## src/rtl/exp4_unidade_controle.sv

```systemverilog
// -----------------------------------------------------------------------------
// exp4_unidade_controle
//
// Control unit for a 16-play memory game. This is a Moore FSM: every output
// depends only on the current state. The outputs are registered from the
// next-state decode, so they always match the state register and they clear
// together with it on reset.
//
// Ports
//   clock            in   system clock, rising-edge active
//   reset            in   asynchronous active-high reset (forces inicial)
//   iniciar          in   start/restart a round (used in inicial and end states)
//   jogada_feita     in   one-cycle pulse on a new key press
//   igual            in   ROM data equals the registered play
//   fimC             in   address counter is at its last position
//   controle_timeout in   play-timeout counter reached its end
//   zeraC            out  clear address counter, edge detector, timeout counter
//   contaC           out  advance address counter, clear timeout counter
//   contaT           out  enable timeout counter
//   zeraR            out  clear play register and timeout counter
//   registraR        out  load play register
//   pronto           out  round finished
//   acertou          out  all plays matched
//   errou            out  a play mismatched
//   timeout          out  player ran out of time
//   db_estado [3:0]  out  current state code for the debug display
// -----------------------------------------------------------------------------
module exp4_unidade_controle (
  input  logic       clock,
  input  logic       reset,
  input  logic       iniciar,
  input  logic       jogada_feita,
  input  logic       igual,
  input  logic       fimC,
  input  logic       controle_timeout,
  output logic       zeraC,
  output logic       contaC,
  output logic       contaT,
  output logic       zeraR,
  output logic       registraR,
  output logic       pronto,
  output logic       acertou,
  output logic       errou,
  output logic       timeout,
  output logic [3:0] db_estado
);

  typedef enum logic [3:0] {
    S_INICIAL     = 4'h0,
    S_PREPARACAO  = 4'h1,
    S_ESPERA      = 4'h2,
    S_REGISTRA    = 4'h4,
    S_COMPARACAO  = 4'h5,
    S_PROXIMO     = 4'h6,
    S_FIM_ACERTOU = 4'hA,
    S_FIM_TIMEOUT = 4'hD,
    S_FIM_ERROU   = 4'hE
  } state_t;

  // Output bundle bit order:
  // {zeraC, contaC, contaT, zeraR, registraR, pronto, acertou, errou, timeout}
  function automatic logic [8:0] decode_outputs(input state_t s);
    logic [8:0] o;
    o = 9'b0_0000_0000;
    case (s)
      S_INICIAL:     o = 9'b0_0000_0000;
      S_PREPARACAO:  o = 9'b1_0010_0000;
      S_ESPERA:      o = 9'b0_0100_0000;
      S_REGISTRA:    o = 9'b0_0001_0000;
      S_COMPARACAO:  o = 9'b0_0000_0000;
      S_PROXIMO:     o = 9'b0_1000_0000;
      S_FIM_ACERTOU: o = 9'b0_0000_1100;
      S_FIM_ERROU:   o = 9'b0_0000_1010;
      S_FIM_TIMEOUT: o = 9'b0_0000_1001;
      default:       o = 9'b0_0000_0000;
    endcase
    return o;
  endfunction

  state_t     state_q;
  state_t     state_d;
  logic [8:0] outs_q;
  logic [8:0] outs_d;

  // Next-state logic and decode of the outputs the next state will drive.
  always_comb begin
    state_d = state_q;
    case (state_q)
      S_INICIAL: begin
        if (iniciar) state_d = S_PREPARACAO;
        else         state_d = S_INICIAL;
      end
      S_PREPARACAO: state_d = S_ESPERA;
      S_ESPERA: begin
        // A play arriving together with the timeout still counts.
        if (jogada_feita)          state_d = S_REGISTRA;
        else if (controle_timeout) state_d = S_FIM_TIMEOUT;
        else                       state_d = S_ESPERA;
      end
      // One cycle for the play register and synchronous ROM to settle.
      S_REGISTRA: state_d = S_COMPARACAO;
      S_COMPARACAO: begin
        if (!igual)    state_d = S_FIM_ERROU;
        else if (fimC) state_d = S_FIM_ACERTOU;
        else           state_d = S_PROXIMO;
      end
      S_PROXIMO: state_d = S_ESPERA;
      S_FIM_ACERTOU, S_FIM_ERROU, S_FIM_TIMEOUT: begin
        if (iniciar) state_d = S_PREPARACAO;
        else         state_d = state_q;
      end
      default: state_d = S_INICIAL;
    endcase
    outs_d = decode_outputs(state_d);
  end

  // State register and registered outputs; reset clears both at once.
  always_ff @(posedge clock or posedge reset) begin
    if (reset) begin
      state_q <= S_INICIAL;
      outs_q  <= 9'b0_0000_0000;
    end else begin
      state_q <= state_d;
      outs_q  <= outs_d;
    end
  end

  assign zeraC     = outs_q[8];
  assign contaC    = outs_q[7];
  assign contaT    = outs_q[6];
  assign zeraR     = outs_q[5];
  assign registraR = outs_q[4];
  assign pronto    = outs_q[3];
  assign acertou   = outs_q[2];
  assign errou     = outs_q[1];
  assign timeout   = outs_q[0];
  assign db_estado = state_q;

endmodule
```

## config.mk

```make
export PLATFORM = sky130hd
export DESIGN_NAME = exp4_unidade_controle
export DESIGN_NICKNAME = d
export VERILOG_FILES = /design/src/rtl/exp4_unidade_controle.sv
export SDC_FILE = /design/constraint.sdc
export NUM_CORES = 1
export LEC_CHECK = 0
export CORE_UTILIZATION = 25
export DETAILED_ROUTE_END_ITERATION = 10
export HOLD_SLACK_MARGIN = 0.12
export SETUP_SLACK_MARGIN = 0.15
export SYNTH_ARGS = -nofsm -noshare
export SYNTH_HDL_FRONTEND = slang
export SYNTH_SLANG_ARGS = --single-unit
export TNS_END_PERCENT = 1
```

## constraint.sdc

```tcl
create_clock -name clock -period 2.7 [get_ports clock]
set_input_delay 0.54 -clock clock [delete_from_list [all_inputs] [get_ports clock]]
set_output_delay 0.54 -clock clock [all_outputs]
set_load 0.005 [all_outputs]
```

==> metrics.md <==
| Metric | Value |
|---|---|
| Hpwl dp | `994 um` |
| Antenna violations before repair | `0` |
| Gr usage total | `0.104` |
| # Post-CTS Setup Buffers | `0` |
| Endpoints failing hold | `0` |
| Core Region | `2480 um^2` |
| Most frequent cells in the layout | `19 x clkdlybuf4s50_1, 12 x dfrtp_1` |
| Fill count | `259` |
| Longest Clk Path Bufs | `2` |
| Max-slew violation count | `0` |
| Chip height | `53.1 um` |
| Min cycle time layout | `2.22 ns` |
| DRT iter0 DRCs | `9` |
| Sequential share of the synthesized area | `0.461` |
| # DRC | `0` |
| Num ports | `20` |
| Global route total overflow | `0` |
| Clk sink count | `12` |
| Number of placed instances, taps included | `107` |
| Die W | `53.1 um` |
| CTS resizes | `0` |
| CTS Buf Count | `3` |
| Root Driver | `clkbuf_4` |
| H-tree lvl count | `1` |
| Vias | `533` |
| Final period util | `0.821` |
| Vias in the first global route | `477` |
| Worst skew pair latency | `0.27 ns` |
| Synth Warn # | `0` |
| Sequential Area | `300 um^2` |
| Initial Utilization | `0.263` |
| First-pass GRT wire length | `2100 um` |
| Setup TNS | `0 ns` |
| Crit Path Class | `flop to flop` |
| Most common cell after layout, fill and taps aside | `clkdlybuf4s50_1` |
| RSZ-0062 raised after global routing | `no` |
| Max rail drop VDD | `350 uV` |
| Die ar. | `2820 um^2` |
| Hold_buf cts | `0` |
| Post-Synthesis Cells | `61` |
| Post-route non-filler standard cell count | `111` |
| Pleak | `0.000392 uW` |
| Post-synth cell types | `32` |
| Syn Std Cell Area | `652 um^2` |
| Worst Setup End Kind | `flop` |
| Final GP Congestion | `0.827` |
| Number of port buffers | `19` |
| Finish-stage setup viols | `0` |
| Worst EP arrival | `2.42 ns` |
| Final ANT Viol Nets | `0` |
| DR WL/cell | `12.1 um` |
| Core Util, Final | `0.360` |
| Via-to-Cell Ratio | `4.80` |
| Pin count of the biggest net entering global routing | `14` |
| Power Density | `937 nW/um^2` |
| Hold Path Class | `input pin to asynchronous set/reset pin` |
| Fin Clk Skew | `0.00132 ns` |
| Clk slew on worst S/H paths | `0.07 ns` |
| Status | `finished clean` |
| Syn Area/Cell | `10.7 um^2` |
| Area delta synth->final | `36.9%` |
| Max-cap violations | `0` |
| ANT cells | `0` |
| Share of cells above drive strength 1 | `0.123` |
| Startpoint Class | `flop` |
| Area of the multi-input gates | `304 um^2` |
| Drt first pass iters | `4` |
| CP Max Fanout | `13` |
| # rows | `18` |
| Rel. slew slack | `0.694` |
| CTS tree | `built` |
| F_max | `451 MHz` |
| Final net count | `92` |
| WP data required | `2.90 ns` |
| Worst slew pin tran | `0.457 ns` |
| Final wirelength | `1340 um` |
| Syn Nets | `71` |
| Seq cells post-synth | `12` |
## Yosys cell counts (all sizes together)
library cell	n	share of area
a21bo	1	0.015
a21oi	2	0.015
a22oi	1	0.012
a2bb2oi	1	0.013
a311o	1	0.017
a311oi	1	0.013
and2b	1	0.012
and3	4	0.038
buf	3	0.036
clkinv	1	0.013
dfrtp	12	0.46
ha	3	0.058
inv	4	0.023
nand2	2	0.015
nand2b	2	0.019
nand3	2	0.015
nand3b	1	0.012
nor2	4	0.023
nor2b	2	0.019
nor3	5	0.046
nor3b	2	0.040
o2111ai	1	0.013
o21a	1	0.012
o22a	1	0.013
o22ai	1	0.0096
or4b	1	0.021
xnor2	1	0.013
## registers in the layout, indices dropped and copies added, names as in the netlist
signal,cells
db_estado,4
outs_q,8
## metal layers
metal / share of wire / global-route usage / routed length, um / vias up
li1: - / - / - / 260
met5: 0 / 0 / 0 / -
met1: 0.44 / 0.127 / 585 / 255
met3: 0.038 / 0.0172 / 51 / 2
met2: 0.52 / 0.175 / 692 / 16
met4: 0.0082 / 0.0526 / 11 / 0
## power by group
part / switching, uW / leakage [uW] / total (uW) / internal, uW
registers: 63.7 / 0.000162 / 291 / 228
clock network: 57.8 / 0.0000210 / 140 / 82.0
logic: 184 / 0.000209 / 405 / 221
## final timing paths
check	from	endpoint	slack [ns]	cells after the start
setup / recovery	db_estado[3]	outs_q[3]	0.48	6
hold / removal	reset	outs_q[6]	0.56	2
setup reg to reg	db_estado[3]	outs_q[3]	0.48	6
hold reg to reg	db_estado[1]	db_estado[0]	0.83	2
max in group asynchronous	reset	db_estado[3]	1.83	2
min in group clock	db_estado[1]	db_estado[0]	0.83	2
## cell type report
cell class	instances	area share
multi-input combinational	41	0.341
clock buffer	4	0.0407
sequential	12	0.337
tap	30	0.0421
timing repair buffer	19	0.213
inverter	5	0.0266
## critical path, cell delays in order (launching register included)
cell	delay [ns]
dfrtp_1	0.53
or4b_4	0.60
nor3b_4	0.26
a311oi_1	0.11
ha_1	0.31
a21bo_1	0.19
a21oi_1	0.13
## metrics by stage
stage               total power [uW]  setup WS [ns]  hold slack (ns)  cell area, um^2
finish                           836          0.483            0.562              892
global placement                 690          0.451            0.781              856
global route                     900          0.403            0.611              892
floorplan                        549          0.726            0.405              652
detailed placement               701          0.375            0.782              856
CTS                              844          0.457            0.573              892
## cells by family after synthesis
kind of cell	Yosys count	share of synthesized area
flops	12	0.461
fa+ha+maj	3	0.0576
compound gates	11	0.134
buf+inv	8	0.0729
xor+xnor	1	0.0134
simple gates	26	0.261
No activity file was read; power rests on OpenSTA's default activity.
==> edit, RTL diff (config.mk and constraints unchanged) <==
Reset style: synchronous (`reset`), changed in one clocked block. Comments in the files are not updated.
--- a/src/rtl/exp4_unidade_controle.sv
+++ b/src/rtl/exp4_unidade_controle.sv
@@ -115,7 +115,7 @@
   end
 
   // State register and registered outputs; reset clears both at once.
-  always_ff @(posedge clock or posedge reset) begin
+  always_ff @(posedge clock) begin
     if (reset) begin
       state_q <= S_INICIAL;
       outs_q  <= 9'b0_0000_0000;
Check against the original RTL: differs if reset is asserted again (counterexample within 4 cycles, from zero or initial values and one cycle with reset high); with reset held inactive, the same outputs for 10 cycles.
==> edit against the unedited design <==
  * Critical path depth is 2 higher
  * Largest cell class unchanged
  * First-iteration DRC count down 22%
  * Non-clock buffer count grew 1
  * Sequential cell count stayed put
  * Worst setup slack worse by 0.019 ns
  * Global-route usage up 0.094 points
  * Design area decreased by 9.1%
  * Area after synthesis decreased by 15%
  * Maximum frequency shrank 0.86%
  * Die area is 14% lower
  * Highest routed layer is now met3
  * Routed wire length is 18% lower
Power is not compared: it rests on default switching activity, and its combinational part moved more than twofold at a synthesized area within 25%.
==> edit: results (changes against the unedited design) <==
| Metric | Value |
|---|---|
| Vias/cell | `4.76 (-0.89%)` |
| Count of nets after finishing | `90 (-2.2%)` |
| Data arrival time of the critical path | `2.44 ns (+0.02 ns)` |
| Post-synth top flop | `sky130_fd_sc_hd__dfxtp_1` |
| Worst-path fanout max | `5 (-8)` |
| First-pass DRT Iterations | `4 (unchanged)` |
| # Post-CTS Setup Buffers | `0 (unchanged)` |
| CTS clk-pin slew, worst paths | `0.07 ns (about the same)` |
| Max reg flops | `8 (unchanged)` |
| WL final | `1100 um (-18%)` |
| Antenna cell count | `0 (unchanged)` |
| Maximum number of pins on one net before global-route repair | `15 (+1)` |
| Global-route wire length before repair | `1970 um (-6.2%)` |
| Overall via count from detail_route | `514 (-3.6%)` |
| Overall Global Routing Usage | `10.5% (+0.094 points)` |
| Proportion of layout cells with a drive suffix above 1 | `9.88% (-2.5 points)` |
| Top cells by area in the synthesized netlist | `sky130_fd_sc_hd__dfxtp_1 43%, sky130_fd_sc_hd__nor3_1 6.3%, sky130_fd_sc_hd__o31ai_1 5.4%` |
| Filler Cells Inserted | `204 (-21%)` |
| Cell chosen for the clock root | `sky130_fd_sc_hd__clkbuf_4` |
| Register containing the most flip-flops in the final layout | `outs_q` |
| Portion of the post-synthesis area used by sequential elements | `43.2% (-2.8 points)` |
| Inserted Clock Buffers | `3 (unchanged)` |
| Maximum vdd ir drop | `0.367 mV` |
| Setup slack of the most critical reg-to-reg path | `0.69 ns (+0.21 ns)` |
| Level count of the clock H-tree | `1 (unchanged)` |
| Total cell area at the placement stage | `774 um^2 (-9.5%)` |
| Worst-skew pair later-pin latency | `0.27 ns (about the same)` |
| Net count of the mapped netlist | `67 (-5.6%)` |
| Number of distinct library cells after synthesis | `27 (-16%)` |
| Detailed Route Iter0 Violations | `7 (-2)` |
| Worst Hold Class | `flop to flop` |
| Async S/R FF share, synth | `0% (-100 points)` |
| Warning count from the yosys run | `0 (unchanged)` |
| List of most frequent post-synthesis cells | `12 x sky130_fd_sc_hd__dfxtp_1, 7 x sky130_fd_sc_hd__nor3_1, 6 x sky130_fd_sc_hd__nor2_1` |
| Cell leakage power | `0.305 nW` |
| Cells after Synth | `59 (-3.3%)` |
| Via count of the first global-routing pass | `482 (+1.0%)` |
| Placed instance count | `104 (-2.8%)` |
| Worst clock skew on the final layout | `0.00292 ns (+0.00160 ns)` |
| Number of antenna violations at the first check in global routing | `0 (unchanged)` |
| Post-DP HPWL | `847 um (-15%)` |
| Routability congestion estimate from global placement | `0.730 (-12%)` |
| Tightest slew margin relative to the limit | `58.2% (-11 points)` |
| Run status | `finished, final reports clean` |
## edit: changes by cell type after synthesis, moves of 2 or more
| cell | before | now |
|---|---|---|
| sky130_fd_sc_hd__dfrtp_1 | 12 | 0 |
| sky130_fd_sc_hd__dfxtp_1 | 0 | 12 |
| sky130_fd_sc_hd__and3_1 | 4 | 0 |
| sky130_fd_sc_hd__o31ai_1 | 0 | 4 |
| sky130_fd_sc_hd__nor3_1 | 4 | 7 |
| sky130_fd_sc_hd__a21oi_1 | 2 | 0 |
| sky130_fd_sc_hd__ha_1 | 3 | 1 |
| sky130_fd_sc_hd__mux2i_1 | 0 | 2 |
| sky130_fd_sc_hd__nor2_1 | 4 | 6 |
| sky130_fd_sc_hd__o21ba_2 | 0 | 2 |
## edit: logic make-up after synthesis
kind of cell | Yosys count | synth area share [%]
buf+inv | 7 | 5.63
compound gates | 12 | 17.6
fa+ha+maj | 1 | 2.25
mux | 2 | 3.60
flops | 12 | 43.2
simple gates | 25 | 27.7
## edit: final cells by class
class | count | area [um^2] | area share [%]
Sequential cell | 12 | 240 | 29.6
Timing Repair Buffer | 20 | 198 | 24.4
Clock buffer | 4 | 36.3 | 4.48
Tap cell | 27 | 33.8 | 4.17
Multi-Input combinational cell | 40 | 284 | 35.0
Inverter | 5 | 18.8 | 2.31
## edit: final timing paths
check | start | endpoint | cells past startpoint
min | db_estado[0] | db_estado[0] | 3
max reg2reg | db_estado[3] | outs_q[3] | 6
max | iniciar | outs_q[3] | 8
min reg2reg | db_estado[0] | db_estado[0] | 3
## edit: power by group
| part | internal [mW] | switching [mW] | total (mW) |
|---|---|---|---|
| sequential | 0.184 | 0.00862 | 0.193 |
| clock | 0.0819 | 0.0565 | 0.138 |
| combinational | 0.0426 | 0.0294 | 0.0720 |
## edit: worst max-delay path, cell delays in order
cell and delay [ns]:
sky130_fd_sc_hd__clkdlybuf4s50_1 0.47, sky130_fd_sc_hd__nor2_1 0.13, sky130_fd_sc_hd__o31ai_1 0.07, sky130_fd_sc_hd__a221oi_1 0.58, sky130_fd_sc_hd__ha_1 0.34, sky130_fd_sc_hd__nor2_1 0.10
sky130_fd_sc_hd__o31ai_1 0.08, sky130_fd_sc_hd__mux2i_1 0.13
## edit: metrics by stage
stage | worst slack, ns | hold slack (ns)
2_1_floorplan | 0.885 | 0.612
3_3_place_gp | 0.255 | 0.738
3_5_place_dp | 0.195 | 0.735
4_1_cts | 0.471 | 0.756
5_1_grt | 0.291 | 0.858
6_report | 0.464 | 0.755
## edit: per-layer routing
metal | track usage (%) | vias to the layer above | wire length [um]
met5 | 0 | - | 0
met4 | 0 | 0 | 0
met3 | 5.61 | 0 | 71
met2 | 18.7 | 15 | 554
met1 | 11.6 | 236 | 473
li1 | - | 263 | -
